`src/rtl/zero_skip_dispatcher.sv`:
```
// Zero-skipping activation/weight dispatcher: pairs each activation element with the current weight.
// Optional feature macro DISPATCHER_ZERO_SKIP_EN: when defined, zero-flagged elements are skipped.
module zero_skip_dispatcher #(
  parameter int DATA_WIDTH             = 8,
  parameter int GROUP_SIZE             = 4,
  parameter int LOG_MAX_ITERS          = 16,
  parameter int LOG_MAX_READS_PER_ITER = 16,
  parameter int ZERO_INFO              = GROUP_SIZE
) (
  input  logic                                    clk,
  input  logic                                    rst,
  input  logic                                    configure,
  input  logic [LOG_MAX_ITERS-1:0]                num_iters,
  input  logic [LOG_MAX_READS_PER_ITER-1:0]       num_reads_per_iter,
  input  logic [DATA_WIDTH*GROUP_SIZE+ZERO_INFO-1:0] act_data_in,
  input  logic                                    act_valid_in,
  output logic                                    act_avail_out,
  input  logic [DATA_WIDTH-1:0]                   weight_data_in,
  input  logic                                    weight_valid_in,
  output logic                                    weight_avail_out,
  output logic [2*DATA_WIDTH-1:0]                 data_out,
  output logic                                    valid_out,
  input  logic                                    avail_in
);

  localparam int ELEM_BITS = DATA_WIDTH * GROUP_SIZE;
  localparam int IDX_W     = (GROUP_SIZE > 1) ? $clog2(GROUP_SIZE) : 1;

  typedef enum logic [1:0] {IDLE, WEIGHT, ACT, EMIT} state_t;

  state_t                            state_q, state_d;
  logic [LOG_MAX_ITERS-1:0]          iters_cfg_q, iters_cfg_d, iter_cnt_q, iter_cnt_d;
  logic [LOG_MAX_READS_PER_ITER-1:0] reads_cfg_q, reads_cfg_d, read_cnt_q, read_cnt_d;
  logic [DATA_WIDTH-1:0]             weight_q, weight_d;
  logic [ELEM_BITS-1:0]              elems_q, elems_d;
  logic [GROUP_SIZE-1:0]             remaining_q, remaining_d;
  logic [2*DATA_WIDTH-1:0]           data_q, data_d;
  logic                              valid_q, valid_d;

  logic [GROUP_SIZE-1:0] skip_mask, act_pending;
  logic [IDX_W-1:0]      act_idx, rem_idx;
  logic                  emit_done;

`ifdef DISPATCHER_ZERO_SKIP_EN
  assign skip_mask = GROUP_SIZE'(act_data_in[ELEM_BITS +: ZERO_INFO]);
`else
  logic unused_flags;
  assign skip_mask    = '0;
  assign unused_flags = ^act_data_in[ELEM_BITS +: ZERO_INFO];
`endif

  // Lowest set bit wins, so elements leave in ascending index order.
  function automatic logic [IDX_W-1:0] first_set(input logic [GROUP_SIZE-1:0] v);
    logic [IDX_W-1:0] idx;
    idx = '0;
    for (int k = GROUP_SIZE - 1; k >= 0; k--) begin
      if (v[k]) idx = IDX_W'(k);
    end
    return idx;
  endfunction

  function automatic logic [DATA_WIDTH-1:0] pick(input logic [ELEM_BITS-1:0] e,
                                                 input logic [IDX_W-1:0]     idx);
    logic [DATA_WIDTH-1:0] r;
    r = '0;
    for (int k = 0; k < GROUP_SIZE; k++) begin
      if (idx == IDX_W'(k)) r = e[k*DATA_WIDTH +: DATA_WIDTH];
    end
    return r;
  endfunction

  always_comb begin
    // NOTE: every variable gets a default first so no path leaves it unassigned (no latch).
    state_d     = state_q;
    iters_cfg_d = iters_cfg_q;
    reads_cfg_d = reads_cfg_q;
    iter_cnt_d  = iter_cnt_q;
    read_cnt_d  = read_cnt_q;
    weight_d    = weight_q;
    elems_d     = elems_q;
    remaining_d = remaining_q;
    data_d      = data_q;
    valid_d     = valid_q;
    act_pending = ~skip_mask;
    act_idx     = first_set(act_pending);
    rem_idx     = first_set(remaining_q);
    emit_done   = !valid_q || (avail_in && (remaining_q == '0));

    unique case (state_q)
      IDLE: ;
      WEIGHT: begin
        if (weight_valid_in) begin
          weight_d = weight_data_in;
          state_d  = ACT;
        end
      end
      ACT: begin
        if (act_valid_in) begin
          elems_d     = act_data_in[ELEM_BITS-1:0];
          read_cnt_d  = read_cnt_q + 1'b1;
          valid_d     = |act_pending;
          remaining_d = act_pending & ~(GROUP_SIZE'(1) << act_idx);
          if (|act_pending) data_d = {weight_q, pick(act_data_in[ELEM_BITS-1:0], act_idx)};
          state_d     = EMIT;
        end
      end
      EMIT: begin
        // The element on data_out is already removed from remaining_q.
        if (valid_q && avail_in && (remaining_q != '0)) begin
          data_d      = {weight_q, pick(elems_q, rem_idx)};
          remaining_d = remaining_q & ~(GROUP_SIZE'(1) << rem_idx);
        end
        if (emit_done) begin
          valid_d = 1'b0;
          if (read_cnt_q < reads_cfg_q) begin
            state_d = ACT;
          end else begin
            iter_cnt_d = iter_cnt_q + 1'b1;
            read_cnt_d = '0;
            state_d    = (iter_cnt_d < iters_cfg_q) ? WEIGHT : IDLE;
          end
        end
      end
      default: state_d = IDLE;
    endcase

    if (configure) begin
      iters_cfg_d = num_iters;
      reads_cfg_d = num_reads_per_iter;
      iter_cnt_d  = '0;
      read_cnt_d  = '0;
      valid_d     = 1'b0;
      remaining_d = '0;
      state_d     = ((num_iters != '0) && (num_reads_per_iter != '0)) ? WEIGHT : IDLE;
    end
  end

  always_ff @(posedge clk) begin
    if (rst) begin
      // NOTE: the element buffer is a handful of flops, so it is reset with everything else.
      state_q     <= IDLE;
      iters_cfg_q <= '0;
      reads_cfg_q <= '0;
      iter_cnt_q  <= '0;
      read_cnt_q  <= '0;
      weight_q    <= '0;
      elems_q     <= '0;
      remaining_q <= '0;
      data_q      <= '0;
      valid_q     <= 1'b0;
    end else begin
      // NOTE: non-blocking assignments so every register updates from pre-edge values.
      state_q     <= state_d;
      iters_cfg_q <= iters_cfg_d;
      reads_cfg_q <= reads_cfg_d;
      iter_cnt_q  <= iter_cnt_d;
      read_cnt_q  <= read_cnt_d;
      weight_q    <= weight_d;
      elems_q     <= elems_d;
      remaining_q <= remaining_d;
      data_q      <= data_d;
      valid_q     <= valid_d;
    end
  end

  assign act_avail_out    = (state_q == ACT);
  assign weight_avail_out = (state_q == WEIGHT);
  assign data_out         = data_q;
  assign valid_out        = valid_q;

endmodule

```
`config.mk`:
```
export PLATFORM = sky130hd
export DESIGN_NAME = zero_skip_dispatcher
export DESIGN_NICKNAME = d
export VERILOG_FILES = /design/src/rtl/zero_skip_dispatcher.sv
export SDC_FILE = /design/constraint.sdc
export NUM_CORES = 1
export LEC_CHECK = 0
export ABC_AREA = 1
export CAP_MARGIN = 20
export CORE_AREA = 8 8 136 138
export DETAILED_ROUTE_END_ITERATION = 12
export DIE_AREA = 0 0 144 146
export PLACE_DENSITY = 0.63
export RECOVER_POWER = 100
export SLEW_MARGIN = 20
export SYNTH_ARGS = -nofsm -noshare
export SYNTH_HDL_FRONTEND = slang
export SYNTH_SLANG_ARGS = --single-unit
```
`constraint.sdc`:
```
create_clock -name clk -period 4.3 [get_ports clk]
set_input_delay 0.86 -clock clk [delete_from_list [all_inputs] [get_ports clk]]
set_output_delay 0.86 -clock clk [all_outputs]
set_load 0.03 [all_outputs]
```
==> results.toml <==
[synth]
yosysMostFrequentCell = "nand2_1"
ys_ff_latch = 127
avgSynthCellArea_um2 = 7.37
post-synth-top-area-cell = "dfxtp_1"
postSynthCellCount = 864
ys_top_cells_by_count = "131 x nand2_1, 127 x dfxtp_1, 124 x nor2_1"
synth.net_count = 978
ys_top_cells_by_area = "dfxtp_1 40%, a21oi_1 7.8%, nand2_1 7.7%, o21ai_0 7.3%, nor2_1 7.3%"
ys_warn_count = 0
synth.cell_area_um2 = 6370
synth_seq_area_share = 0.399
synth_cell_type_count = 37
ys.flop_type = "dfxtp_1"
async_sr_flop_fraction = 0
synth-edff-count = 0
netlist.area_leader.share = 0.399

[timing]
final.setup_skew_ps = 8.49
fmax_mhz = 305
final-max-slew-violation-count = 63
final.period_utilization = 0.763
grt_setup_unrepaired = "no"
hold_violations = 0
timing.final.setup_violations = 0
worst_slew_margin_rel = -0.471
tightestPinTransition_ps = 2210
setup-tns-final_ps = 0
period_minus_slack_ps = 3280

[global_route]
total_congestion_overflow = 0
globalRouteTotalUtil = 0.159
number_of_antenna_violations_at_the_first_check_in_global_routing = 1
grt_start_max_net_pins = 63
grt_pass1_wl_um = 26900
via_count_of_the_first_global_routing_pass = 5623

[routing]
drcViolationCount = 0
vias = 5791
route.antenna.remaining_nets = 0
totalWireLength_um = 16400
vias_per_cell = 4.90
route.detailed.wl_per_inst_um = 13.9
detailedRoute.firstIterationViolations = 346
drt_pre_antenna_iters = 5

[cells_and_area]
nFillCells = 1648
antenna-diode-count = 0
multi_input_combinational_cell_area_um2 = 3250
nNetsFinal = 1063
layout.area.seq_um2 = 2540
area_growth_pct = 25.1
fin_util = 0.489
fraction_of_layout_cells_with_a_size_suffix_above_1 = 0.0687

[critical_path]
cp_data_required_time_ps = 4620
criticalPathCategory = "in -> reg"
worstSetupStartpointType = "input pin"
critical_path_peak_fanout = 62
regToRegSetupSlack_ps = 1530
critical_path_arrival_ps = 3600
critPathCaptureType = "flip-flop"
worst_r2r_path_depth = 11
r2r_end = "iter_cnt_q[13]"
r2r-start = "read_cnt_q[9]"

[clock_network]
clkSlewWorstSetupHoldPaths_ps = 50
post_cts.resized_instances = 0
cts.root.buffer_cell = "clkbuf_16"
post_cts_setup_buffer_count = 0
insertion_delay_ps = 410
cts_hold_buffers = 0
tritoncts = "built"
cts.path.max_buffers = 2
htreeDepth = 4
numClockSinks = 127
num_cts_buffers = 17

[die]
floorplan.die_area_um2 = 21000
floorplan.die.width_um = 144
placement_rows = 47
die-height_um = 146
i_o_pin_total = 101
starting_density_of_the_core = 0.391
core_region_area_um2 = 16300

[run_status]
status = "finished with violations"
failed_checks = "max-capacitance violations, max-slew violations"

[worst_hold_path]
hold_path.class = "reg -> reg"
endpoint_of_the_worst_hold_timing_path = "weight_q[2]"
worst_hold_startpoint = "weight_q[2]"
timing.hold.worst_path_depth = 2

[pwr]
worst_ir_drop_vdd_mv = 0.279
cell_leakage_power_nw = 3.27
power_density_nw_per_um2 = 363

[run]
cap_viol_max_count = 1

[place]
dp.final_hpwl_um = 11700
portBuffers = 96
gp_congestion = 0.824
-- cells by family (layout without fill, tap and decap cells) --
group                    count (synthesis)  count (layout)  synth area share
buffers and inverters                  116             213            0.0782
AND/OR/NAND/NOR                        342             342             0.241
XOR/XNOR                                25              25            0.0356
adder cells (fa/ha/maj)                 32              32            0.0629
AO/OA/AOI/OAI                          222             222             0.183
flip-flops                             127             127             0.399
-- where the power goes --
group | internal [mW] | leakage (nW) | total [mW] | switching, mW
clock | 0.926 | 0.286 | 1.43 | 0.505
combinational | 0.109 | 1.95 | 0.233 | 0.124
sequential | 1.21 | 1.03 | 1.23 | 0.0128
-- through the flow --
step / area [µm²] / total power, mW / hold WS (ps) / cells / setup WS [ps]
floorplan: 6370 / 1.37 / 430 / 864 / 2120
global placement: 7450 / 1.49 / 442 / 1150 / 1550
detailed placement: 7450 / 1.49 / 446 / 1150 / 1550
CTS: 8040 / 2.93 / 454 / 1181 / 1510
global route: 7960 / 3.00 / 472 / 1181 / 734
finish: 7960 / 2.89 / 452 / 1181 / 1020
-- worst max-delay path by stage --
stage	start	endpoint	slack, ps	depth (start not counted)
3_3_place_gp	rst	data_out[1]	1550	5
6_report	configure	reads_cfg_q[3]	1020	5
3_5_place_dp	rst	weight_q[1]	1550	5
5_1_grt	configure	iters_cfg_q[9]	730	5
4_1_cts	state_q[0]	weight_avail_out	1510	3
2_1_floorplan	iter_cnt_q[0]	state_q[0]	2120	16
-- layer usage --
layer	GRT usage	routed length (µm)
met5	0	9
met4	0.0663	249
met3	0.0492	965
met2	0.246	7350
met1	0.200	7850
-- state kept, by name, indices dropped and copies added, names as in the netlist --
| register | count |
|---|---|
| data_out | 16 |
| elems_q | 32 |
| iter_cnt_q | 16 |
| iters_cfg_q | 16 |
| read_cnt_q | 16 |
| reads_cfg_q | 16 |
| remaining_q | 4 |
| state_q | 2 |
| valid_out | 1 |
| weight_q | 8 |
-- final cells by class --
class,count,share of cell area
inverters,79,0.0372
clock inverters,5,0.00974
well taps,220,0.0346
flip-flops and latches,127,0.319
clock buffers,26,0.0640
repair buffers,103,0.126
multi-input cells,621,0.409
-- cells in the final DEF, fill, tap and decap left out, types with 2 or more instances in the layout --
cell	n
dfxtp_1	127
o21ai_0	97
nand2_1	135
clkbuf_1	6
xor2_1	23
nand2_2	12
bufinv_16	2
o21ai_1	11
inv_2	5
clkdlybuf4s50_1	74
a21oi_1	107
clkinv_2	2
inv_1	73
ha_1	32
nor2_1	127
clkbuf_8	5
nor4_1	9
a21oi_2	3
nor2_2	4
dlygate4sd3_1	22
nand3_2	5
nor3_1	5
o21a_1	2
nand3_1	26
buf_4	5
nand4_1	14
clkbuf_16	17
-- critical path: stages --
cell and delay [ps]:
clkdlybuf4s50_1 560, clkinv_1 110, clkbuf_1 1580, o21ai_0 280, a21oi_1 200
No activity file was read; power rests on OpenSTA's default activity.
